### src/rtl/mul_unit_pipelined_if.sv
// Request/response bundle for the pipelined RISC-V M-extension multiplier.
//
// Handshake: a transfer happens on a rising clk edge where valid && ready are
// both high. The sender holds its payload stable while valid is high and
// ready is low; the receiver may change ready at any time. in_* carries
// requests into the unit, out_* carries results out of it.
interface mul_unit_pipelined_if #(
    parameter int XLEN = 32
);
    logic            in_valid;
    logic            in_ready;
    logic [2:0]      funct3;
    logic [XLEN-1:0] a;
    logic [XLEN-1:0] b;
    logic            out_valid;
    logic            out_ready;
    logic [XLEN-1:0] result;
    logic            busy;

    // Requester side (execute stage issuing the op and consuming the result)
    modport master (
        output in_valid, funct3, a, b, out_ready,
        input  in_ready, out_valid, result, busy
    );

    // Multiplier side
    modport slave (
        input  in_valid, funct3, a, b, out_ready,
        output in_ready, out_valid, result, busy
    );
endinterface

### src/rtl/mul_unit_pipelined.sv
// mul_unit_pipelined: MUL/MULH/MULHSU/MULHU unit with a programmable latency,
// flush support and an optional operand cache.
//
// Build option: define MUL_OPCACHE_EN to keep the last completed product so
// a repeat of the same operands (e.g. MULH followed by MUL) finishes one
// cycle after accept. Without it every op takes LATENCY cycles.
module mul_unit_pipelined #(
    parameter int XLEN    = 32,
    parameter int LATENCY = 3
) (
    input  logic                 clk,
    input  logic                 reset,
    input  logic                 flush,
    mul_unit_pipelined_if.slave  bus,
    output logic [1:0]           state_dbg
);

    typedef enum logic [1:0] {
        S_IDLE = 2'd0,
        S_BUSY = 2'd1,
        S_DONE = 2'd2
    } state_t;

    localparam logic [2:0] CNT_INIT = 3'(LATENCY - 1);

    state_t          state;
    logic [2:0]      count;
    logic [2:0]      op_f3;
    logic [XLEN-1:0] op_a;
    logic [XLEN-1:0] op_b;
    logic            op_hit;
    logic            in_ready_q;
    logic            out_valid_q;
    logic            busy_q;
    logic [XLEN-1:0] result_q;

    logic              hit;
    logic [2*XLEN-1:0] stage_p;
    logic [2*XLEN-1:0] final_p;
    logic [XLEN-1:0]   slice;

    // Signedness class: 0 = signed x signed, 1 = signed x unsigned, 2 = unsigned x unsigned
    function automatic logic [1:0] sign_class(input logic [2:0] f3);
        case (f3)
            3'b010:  return 2'd1;
            3'b011:  return 2'd2;
            default: return 2'd0;
        endcase
    endfunction

    // Stage 0: extend the latched operands to 2*XLEN and multiply. Only the
    // low 2*XLEN bits of the product are needed, so plain modular
    // multiplication of the extended operands gives the signed/unsigned product.
    logic              ext_a;
    logic              ext_b;
    logic [2*XLEN-1:0] a_wide;
    logic [2*XLEN-1:0] b_wide;
    logic [2*XLEN-1:0] prod;

    assign ext_a  = (op_f3 != 3'b011) & op_a[XLEN-1];
    assign ext_b  = (op_f3[2:1] == 2'b00) & op_b[XLEN-1];
    assign a_wide = {{XLEN{ext_a}}, op_a};
    assign b_wide = {{XLEN{ext_b}}, op_b};
    assign prod   = a_wide * b_wide;

    // Retiming stages after the multiply; operands stay stable while an op is
    // in flight so the chain needs no enable.
    generate
        if (LATENCY == 1) begin : g_no_pipe
            assign stage_p = prod;
        end else begin : g_pipe
            logic [2*XLEN-1:0] pipe [LATENCY-1];
            // Shift the product down the retiming chain every cycle
            always_ff @(posedge clk) begin
                pipe[0] <= prod;
                for (int i = 1; i < LATENCY - 1; i++) begin
                    pipe[i] <= pipe[i-1];
                end
            end
            assign stage_p = pipe[LATENCY-2];
        end
    endgenerate

`ifdef MUL_OPCACHE_EN
    logic              cache_valid;
    logic [XLEN-1:0]   cache_a;
    logic [XLEN-1:0]   cache_b;
    logic [1:0]        cache_cls;
    logic [2*XLEN-1:0] cache_p;

    // The low half is signedness-independent, so MUL hits on any class.
    assign hit = cache_valid && (bus.a == cache_a) && (bus.b == cache_b) &&
                 !bus.funct3[2] &&
                 ((bus.funct3 == 3'b000) || (sign_class(bus.funct3) == cache_cls));
    assign final_p = op_hit ? cache_p : stage_p;

    // Fill on every completed legal miss; drop the entry on reset or flush
    always_ff @(posedge clk) begin
        if (reset || flush) begin
            cache_valid <= 1'b0;
        end else if (state == S_BUSY && count == 3'd0 && !op_hit && !op_f3[2]) begin
            cache_valid <= 1'b1;
            cache_a     <= op_a;
            cache_b     <= op_b;
            cache_cls   <= sign_class(op_f3);
            cache_p     <= stage_p;
        end
    end
`else
    assign hit     = 1'b0;
    assign final_p = stage_p;
`endif

    // Pick the architectural slice; reserved funct3 values produce zero
    always_comb begin
        slice = '0;
        case (op_f3)
            3'b000:                 slice = final_p[XLEN-1:0];
            3'b001, 3'b010, 3'b011: slice = final_p[2*XLEN-1:XLEN];
            default:                slice = '0;
        endcase
    end

    // Control FSM with registered handshake outputs; a hit runs as a
    // one-cycle BUSY so every op reaches DONE through the same path.
    always_ff @(posedge clk) begin
        if (reset) begin
            state       <= S_IDLE;
            count       <= 3'd0;
            op_f3       <= 3'b000;
            op_a        <= '0;
            op_b        <= '0;
            op_hit      <= 1'b0;
            in_ready_q  <= 1'b1;
            out_valid_q <= 1'b0;
            busy_q      <= 1'b0;
            result_q    <= '0;
        end else if (flush) begin
            state       <= S_IDLE;
            in_ready_q  <= 1'b1;
            out_valid_q <= 1'b0;
            busy_q      <= 1'b0;
        end else begin
            case (state)
                S_IDLE: begin
                    if (bus.in_valid) begin
                        op_f3      <= bus.funct3;
                        op_a       <= bus.a;
                        op_b       <= bus.b;
                        op_hit     <= hit;
                        count      <= hit ? 3'd0 : CNT_INIT;
                        state      <= S_BUSY;
                        in_ready_q <= 1'b0;
                        busy_q     <= 1'b1;
                    end
                end
                S_BUSY: begin
                    if (count == 3'd0) begin
                        result_q    <= slice;
                        out_valid_q <= 1'b1;
                        state       <= S_DONE;
                    end else begin
                        count <= count - 3'd1;
                    end
                end
                S_DONE: begin
                    if (bus.out_ready) begin
                        state       <= S_IDLE;
                        out_valid_q <= 1'b0;
                        busy_q      <= 1'b0;
                        in_ready_q  <= 1'b1;
                    end
                end
                default: begin
                    state <= S_IDLE;
                end
            endcase
        end
    end

    assign bus.in_ready  = in_ready_q;
    assign bus.out_valid = out_valid_q;
    assign bus.busy      = busy_q;
    assign bus.result    = result_q;
    assign state_dbg     = state;

endmodule

### src/flat_wrapper.sv
// flat-port wrapper written by rule: the top's interface ports become plain ports
module mul_unit_pipelined_flat 
#(
    parameter int XLEN    = 32,
    parameter int LATENCY = 3
)
  (clk, reset, flush, state_dbg, bus_in_valid, bus_funct3, bus_a, bus_b, bus_out_ready, bus_in_ready, bus_out_valid, bus_result, bus_busy);
  mul_unit_pipelined_if #(.XLEN(XLEN)) bus_i ();
  input  logic clk;
  input  logic reset;
  input  logic flush;
  output logic [1:0] state_dbg;
  input wire logic [$bits(bus_i.in_valid)-1:0] bus_in_valid;
  input wire logic [$bits(bus_i.funct3)-1:0] bus_funct3;
  input wire logic [$bits(bus_i.a)-1:0] bus_a;
  input wire logic [$bits(bus_i.b)-1:0] bus_b;
  input wire logic [$bits(bus_i.out_ready)-1:0] bus_out_ready;
  output wire logic [$bits(bus_i.in_ready)-1:0] bus_in_ready;
  output wire logic [$bits(bus_i.out_valid)-1:0] bus_out_valid;
  output wire logic [$bits(bus_i.result)-1:0] bus_result;
  output wire logic [$bits(bus_i.busy)-1:0] bus_busy;
  assign bus_i.in_valid = bus_in_valid;
  assign bus_i.funct3 = bus_funct3;
  assign bus_i.a = bus_a;
  assign bus_i.b = bus_b;
  assign bus_i.out_ready = bus_out_ready;
  assign bus_in_ready = bus_i.in_ready;
  assign bus_out_valid = bus_i.out_valid;
  assign bus_result = bus_i.result;
  assign bus_busy = bus_i.busy;
  mul_unit_pipelined #(.XLEN(XLEN), .LATENCY(LATENCY)) u_core (.clk(clk), .reset(reset), .flush(flush), .bus(bus_i), .state_dbg(state_dbg));
endmodule
### config.mk
export PLATFORM = sky130hd
export DESIGN_NAME = mul_unit_pipelined_flat
export DESIGN_NICKNAME = d
export VERILOG_FILES = /design/src/rtl/mul_unit_pipelined_if.sv /design/src/rtl/mul_unit_pipelined.sv /design/src/flat_wrapper.sv
export SDC_FILE = /design/constraint.sdc
export NUM_CORES = 2
export LEC_CHECK = 0
export ABC_AREA = 1
export CAP_MARGIN = 20
export CELL_PAD_IN_SITES_DETAIL_PLACEMENT = 1
export CELL_PAD_IN_SITES_GLOBAL_PLACEMENT = 1
export CORE_MARGIN = 2
export CORE_UTILIZATION = 50
export CTS_CLUSTER_SIZE = 12
export DETAILED_ROUTE_END_ITERATION = 10
export PLACE_DENSITY = 0.84
export SYNTH_ARGS = -nofsm -noshare
export SYNTH_HDL_FRONTEND = slang
export SYNTH_SLANG_ARGS = --single-unit
### constraint.sdc
create_clock -name clk -period 8.3 [get_ports clk]
set_input_delay 2.49 -clock clk [delete_from_list [all_inputs] [get_ports clk]]
set_output_delay 2.49 -clock clk [all_outputs]
set_load 0.005 [all_outputs]
# Word-level counts from Yosys, hierarchy flattened
# Memories as Yosys holds them, arrays and structs flattened.
# Cells that the tools add are included.
[op_classes]
n_addsub = 1
n_eq_ne = 10
multipliers = 1
reduce_logical = 15
muxes = 16
bitwise_logic = 3
[ops]
columns = ["cell", "count"]
rows = [
  ["multiplier 33 x 33 -> 64 bit", 1],
  ["case mux 32 bit (2 select lines)", 1],
  ["AND reduction 3 bit", 5],
  ["equality test 3 x 2 -> 1 bit (second input constant)", 2],
  ["zero test 3 bit", 2],
  ["2-to-1 mux 2 bit", 3],
  ["2-to-1 mux 3 bit", 2],
  ["!= test 2 bit (second input constant)", 3],
  ["case mux 1 bit (2 select lines)", 3],
  ["case mux 2 bit (3 select lines)", 1],
  ["case mux 3 bit (2 select lines)", 1],
  ["nonzero test 2 bit", 3],
  ["2-to-1 mux 1 bit", 5],
  ["zero test 2 bit", 2],
  ["AND reduction 4 bit", 1],
  ["equality test 3 x 1 -> 1 bit (second input constant)", 1],
  ["!= test 3 x 2 -> 1 bit (second input constant)", 1],
  ["OR reduction 3 bit", 1],
  ["subtractor 3 x 1 -> 3 bit (second input constant)", 1],
  ["AND 1 bit", 2],
  ["equality test 2 x 1 -> 1 bit (second input constant)", 1],
  ["equality test 2 bit (second input constant)", 1],
  ["!= test 2 x 1 -> 1 bit (second input constant)", 1],
  ["OR reduction 2 bit", 1],
  ["inverter 1 bit", 1],
]
[totals]
ram_bits = 128
memories = 1
elab_cells = 56
output_inout_bits = 37
in_bits = 72
register_bits = 107
[mem_list]
columns = ["memory", "depth", "word_bits", "rd", "rd_ports_with_merged_regs", "wr", "line", "text"]
rows = [
  ["u_core.g_pipe.pipe", 2, 64, 2, 0, 2, "mul_unit_pipelined.sv:72", "logic [2*XLEN-1:0] pipe [LATENCY-1];"],
]

# Depth between registers and ports, before layout
[logic_depth]
depth_word = 3
depth_mapped = 35
depth_no_buf = 33

# Worst setup path before layout
# OpenSTA, ideal clock, no wires.
[synth_timing]
kind = "register to register"
from = "reg u_core.op_f3[2]"
to = "mem u_core.g_pipe.pipe[0][58] (netlist name)"
arrival_time_ns = 7.545
t_required_ns = 8.188
stages_incl_launch_ff = 31
synth_period_minus_slack_ns = 7.657
path_buffers = 2
setup_time_ns = 0.112
setup_slack_ns = 0.643
path_cell_list = "dfxtp_1 -> inv_2 -> nand3_1 -> buf_2 -> nand2_1 -> inv_1 -> clkbuf_1 -> nand2_1 -> fa_1 -> fa_1 -> inv_1 -> fa_1 -> inv_1 -> fa_1 -> inv_1 -> fa_1 -> fa_1 -> fa_1 -> inv_1 -> fa_1 -> inv_1 -> ha_1 -> nand2_1 -> nor2_1 -> inv_1 -> nor2_1 -> inv_1 -> nor4_1 -> nand3_1 -> nand3_1 -> nand2_1"
[synth_rtl]
columns = ["element", "line", "text"]
rows = [
  ["start, declared", "mul_unit_pipelined.sv:28", "logic [2:0] op_f3;"],
  ["start signal, assigned", "mul_unit_pipelined.sv:147", "op_f3 <= bus.funct3;"],
  ["end, declared", "mul_unit_pipelined.sv:72", ""],
]

==> results.json <==
{
  "num-fill-cells": 11110,
  "n_antenna_cell": 0,
  "htree_levels": 1,
  "synth.distinct_cells": 38,
  "dp_hpwl_um": 132800,
  "yosysMostFrequentCell": "inv_1",
  "drive_above_1_share_pct": 4.181,
  "reg2reg_depth": 22,
  "async_flop_share_pct": 0,
  "fp.dieW_um": 308.9,
  "fin_total_pwr_mw": 8.196,
  "final-setup-viol-count": 0,
  "gp_congestion": 1.017,
  "hold_depth": 0,
  "wl_um": 157300,
  "synth-seq-cells": 235,
  "clk-insertion-delay-late_ps": 610,
  "leakage_nw": 26.45,
  "rows": 111,
  "hold_viol_final": 0,
  "yosysTopAreaCell": "fa_1",
  "final-seq-area_um2": 4707,
  "nets": 7090,
  "rsz0062_at_grt": "no",
  "end_kind": "flip-flop",
  "vias_per_cell": 5.370,
  "dieArea_um2": 95420,
  "fmax_mhz": 123.1,
  "yosys_warnings": 0,
  "hp-class": "reg -> reg",
  "final-max-slew-violation-count": 0,
  "num_io_pins": 109,
  "skew_ps": 21.33,
  "yosys.area.top_type_share_pct": 48.45,
  "syn_to_final_growth_pct": 7.976,
  "antenna_found_initial": 3,
  "synth_area_um2": 46480,
  "cp_max_fo": 21,
  "cts_tree": "yes",
  "grt.overflow.total": 0,
  "drt.antenna.violating_nets": 0,
  "initial_core_util_pct": 50.56,
  "maxCapViolations": 0,
  "synthTopCellsByCount": "1628 x inv_1, 1356 x nand2_1, 1125 x fa_1",
  "numClockSinks": 235,
  "cp.required_ps": 8730,
  "dr.pass1.iters": 5,
  "worstSetupPathType": "reg -> reg",
  "vias": 37240,
  "placed_area_um2": 49250,
  "synth_top_family_by_area": "adder cells",
  "arrival_ps": 8550,
  "vdd_drop_max_mv": 0.1566,
  "cellPowerDensity_nw_per_um2": 163.3,
  "period_minus_slack_ps": 8122,
  "post_drt_wl_per_cell_um": 22.69,
  "whs_ps": 324.3,
  "grt_pass1_vias": 44330,
  "synth_flop_cell": "dfxtp_1",
  "postCtsHoldBufs": 0,
  "grt_pass1_wl_um": 249300,
  "synth_nets": 7106,
  "synth_compound_area_share_pct": 3.680,
  "stdcell_count": 6935,
  "drc_errors": 0,
  "synthAdderAreaFrac_pct": 54.21,
  "cts_root_buf": "clkbuf_16",
  "grt_max_degree": 56,
  "syn_avg_cell_area_um2": 8.162,
  "coreArea_um2": 91940,
  "placedCellCount": 6891,
  "clk_pin_slew_ps": 80,
  "drt_iter0_drc": 2151,
  "muxShareOfSynthArea_pct": 0,
  "critPathLaunchType": "flip-flop",
  "die_y_um": 308.9,
  "multiInputGateArea_um2": 34510,
  "cts_buffer_depth": 3,
  "synthXorXnorAreaFrac_pct": 1.131,
  "fin_crit_sh_pct": 97.86,
  "synthSimpleGateAreaFrac_pct": 15.18,
  "maxSlewHeadroom_pct": 24.46,
  "ys_top_cells_by_area": "fa_1 48%, inv_1 13%, nand2_1 11%, dfxtp_1 10%, ha_1 5.8%",
  "worst_pin_slew_ps": 1131,
  "synth_edf_count": 0,
  "yosysSeqAreaShare_pct": 10.12,
  "cts_buffers": 27,
  "synth_cells": 5695,
  "final_area_um2": 50190,
  "io_buffer_count": 108,
  "tns_ps": 0,
  "grt_usage_pct": 34.45,
  "status": "complete, no violations"
}
## worst max-delay path, cell delays in order (launching register included)
cell and delay, ps:
dfxtp_1 810, buf_4 440, nand2_1 140, fa_1 540, inv_1 50, fa_1 490, fa_1 550, inv_1 50
fa_1 480, fa_1 640, fa_1 450, fa_1 500, inv_1 60, fa_1 460, ha_1 530, nand2_1 140
nor2_1 230, nand2_1 210, nor2_1 220, nand2_1 90, nand3_2 150, a21oi_1 110, xnor2_1 550
## final timing paths
| check | to | slack (ps) | from |
|---|---|---|---|
| max | u_core.g_pipe.pipe[0][39]$_DFF_P_ | 180 | u_core.op_a[17]$_SDFFE_PP0P_ |
| min | u_core.g_pipe.pipe[0][73]$_DFF_P_ | 320 | u_core.g_pipe.pipe[0][9]$_DFF_P_ |
| max reg2reg | u_core.g_pipe.pipe[0][39]$_DFF_P_ | 180 | u_core.op_a[17]$_SDFFE_PP0P_ |
| min reg2reg | u_core.g_pipe.pipe[0][73]$_DFF_P_ | 320 | u_core.g_pipe.pipe[0][9]$_DFF_P_ |
## per-stage QoR
stage | utilization (%) | worst slack [ps]
finish | 54.59 | 177.9
global route | 54.59 | 11.01
CTS | 54.54 | 29.08
detailed placement | 53.57 | 60.21
global placement | 53.57 | 250.0
floorplan | - | 642.8
## registers in the layout (all words and copies together) (netlist names)
name,count
u_core.bus.out_valid,1
u_core.g_pipe.pipe,128
u_core.state_dbg,2
u_core.op_a,32
u_core.op_f3,3
u_core.op_b,32
u_core.bus.busy,1
u_core.count,3
u_core.bus.result,32
u_core.bus.in_ready,1
## final cells by class
type                            instances  share of cell area, %
Timing Repair Buffer                  259                  4.791
Multi-Input combinational cell       3524                  68.75
Clock buffer                           32                  1.463
Inverter                             1632                  12.21
Clock inverter                         10                 0.3091
Sequential cell                       235                  9.378
Tap cell                             1243                  3.099
## report_power, final
group          internal, mW  total [mW]  switching (mW)
sequential             1.47        1.67           0.206
clock                 0.721        1.26           0.538
combinational          1.80        5.27            3.47
total                  3.98        8.20            4.21
## per-layer routing
metal | global-route usage [%] | wire [um]
met1 | 39.92 | 58750
met2 | 61.31 | 79590
met3 | 4.837 | 8498
met4 | 19.37 | 10510
met5 | 0 | 0
## what timing repair did
item | CTS | global route
resized for setup | 0 | 2
endpoints found under the hold margin | 0 | 0
buffers inserted | 0 | 0
endpoints found under the setup margin | 0 | 11
## placed cells by master (no fill, tap or decap), types with 3 or more instances in the layout
cell type / count
ha_1: 214
nor3_1: 15
nand4_1: 12
clkdlybuf4s50_1: 108
a21o_1: 4
clkbuf_16: 27
nand2_2: 7
o21a_1: 3
fa_1: 1125
nor2_2: 9
a31oi_1: 12
o21bai_1: 15
bufinv_16: 3
xor2_1: 46
o21ai_2: 3
clkbuf_8: 4
or2_2: 8
a21oi_1: 123
xnor2_1: 14
o21ai_1: 7
o21ai_0: 147
clkinvlp_4: 3
nor2_1: 292
nand3_2: 3
buf_4: 136
inv_1: 1627
nand3_1: 93
nand2_1: 1356
dfxtp_1: 233
inv_2: 5
buf_12: 13
## cell families (layout without fill, tap and decap cells)
kind of cell | Yosys count | after routing
compound gates | 321 | 321
xor+xnor | 60 | 60
flops | 235 | 235
fa+ha+maj | 1339 | 1339
simple gates | 1804 | 1804
buf+inv | 1936 | 1933
(Power assumes the default switching activity.)
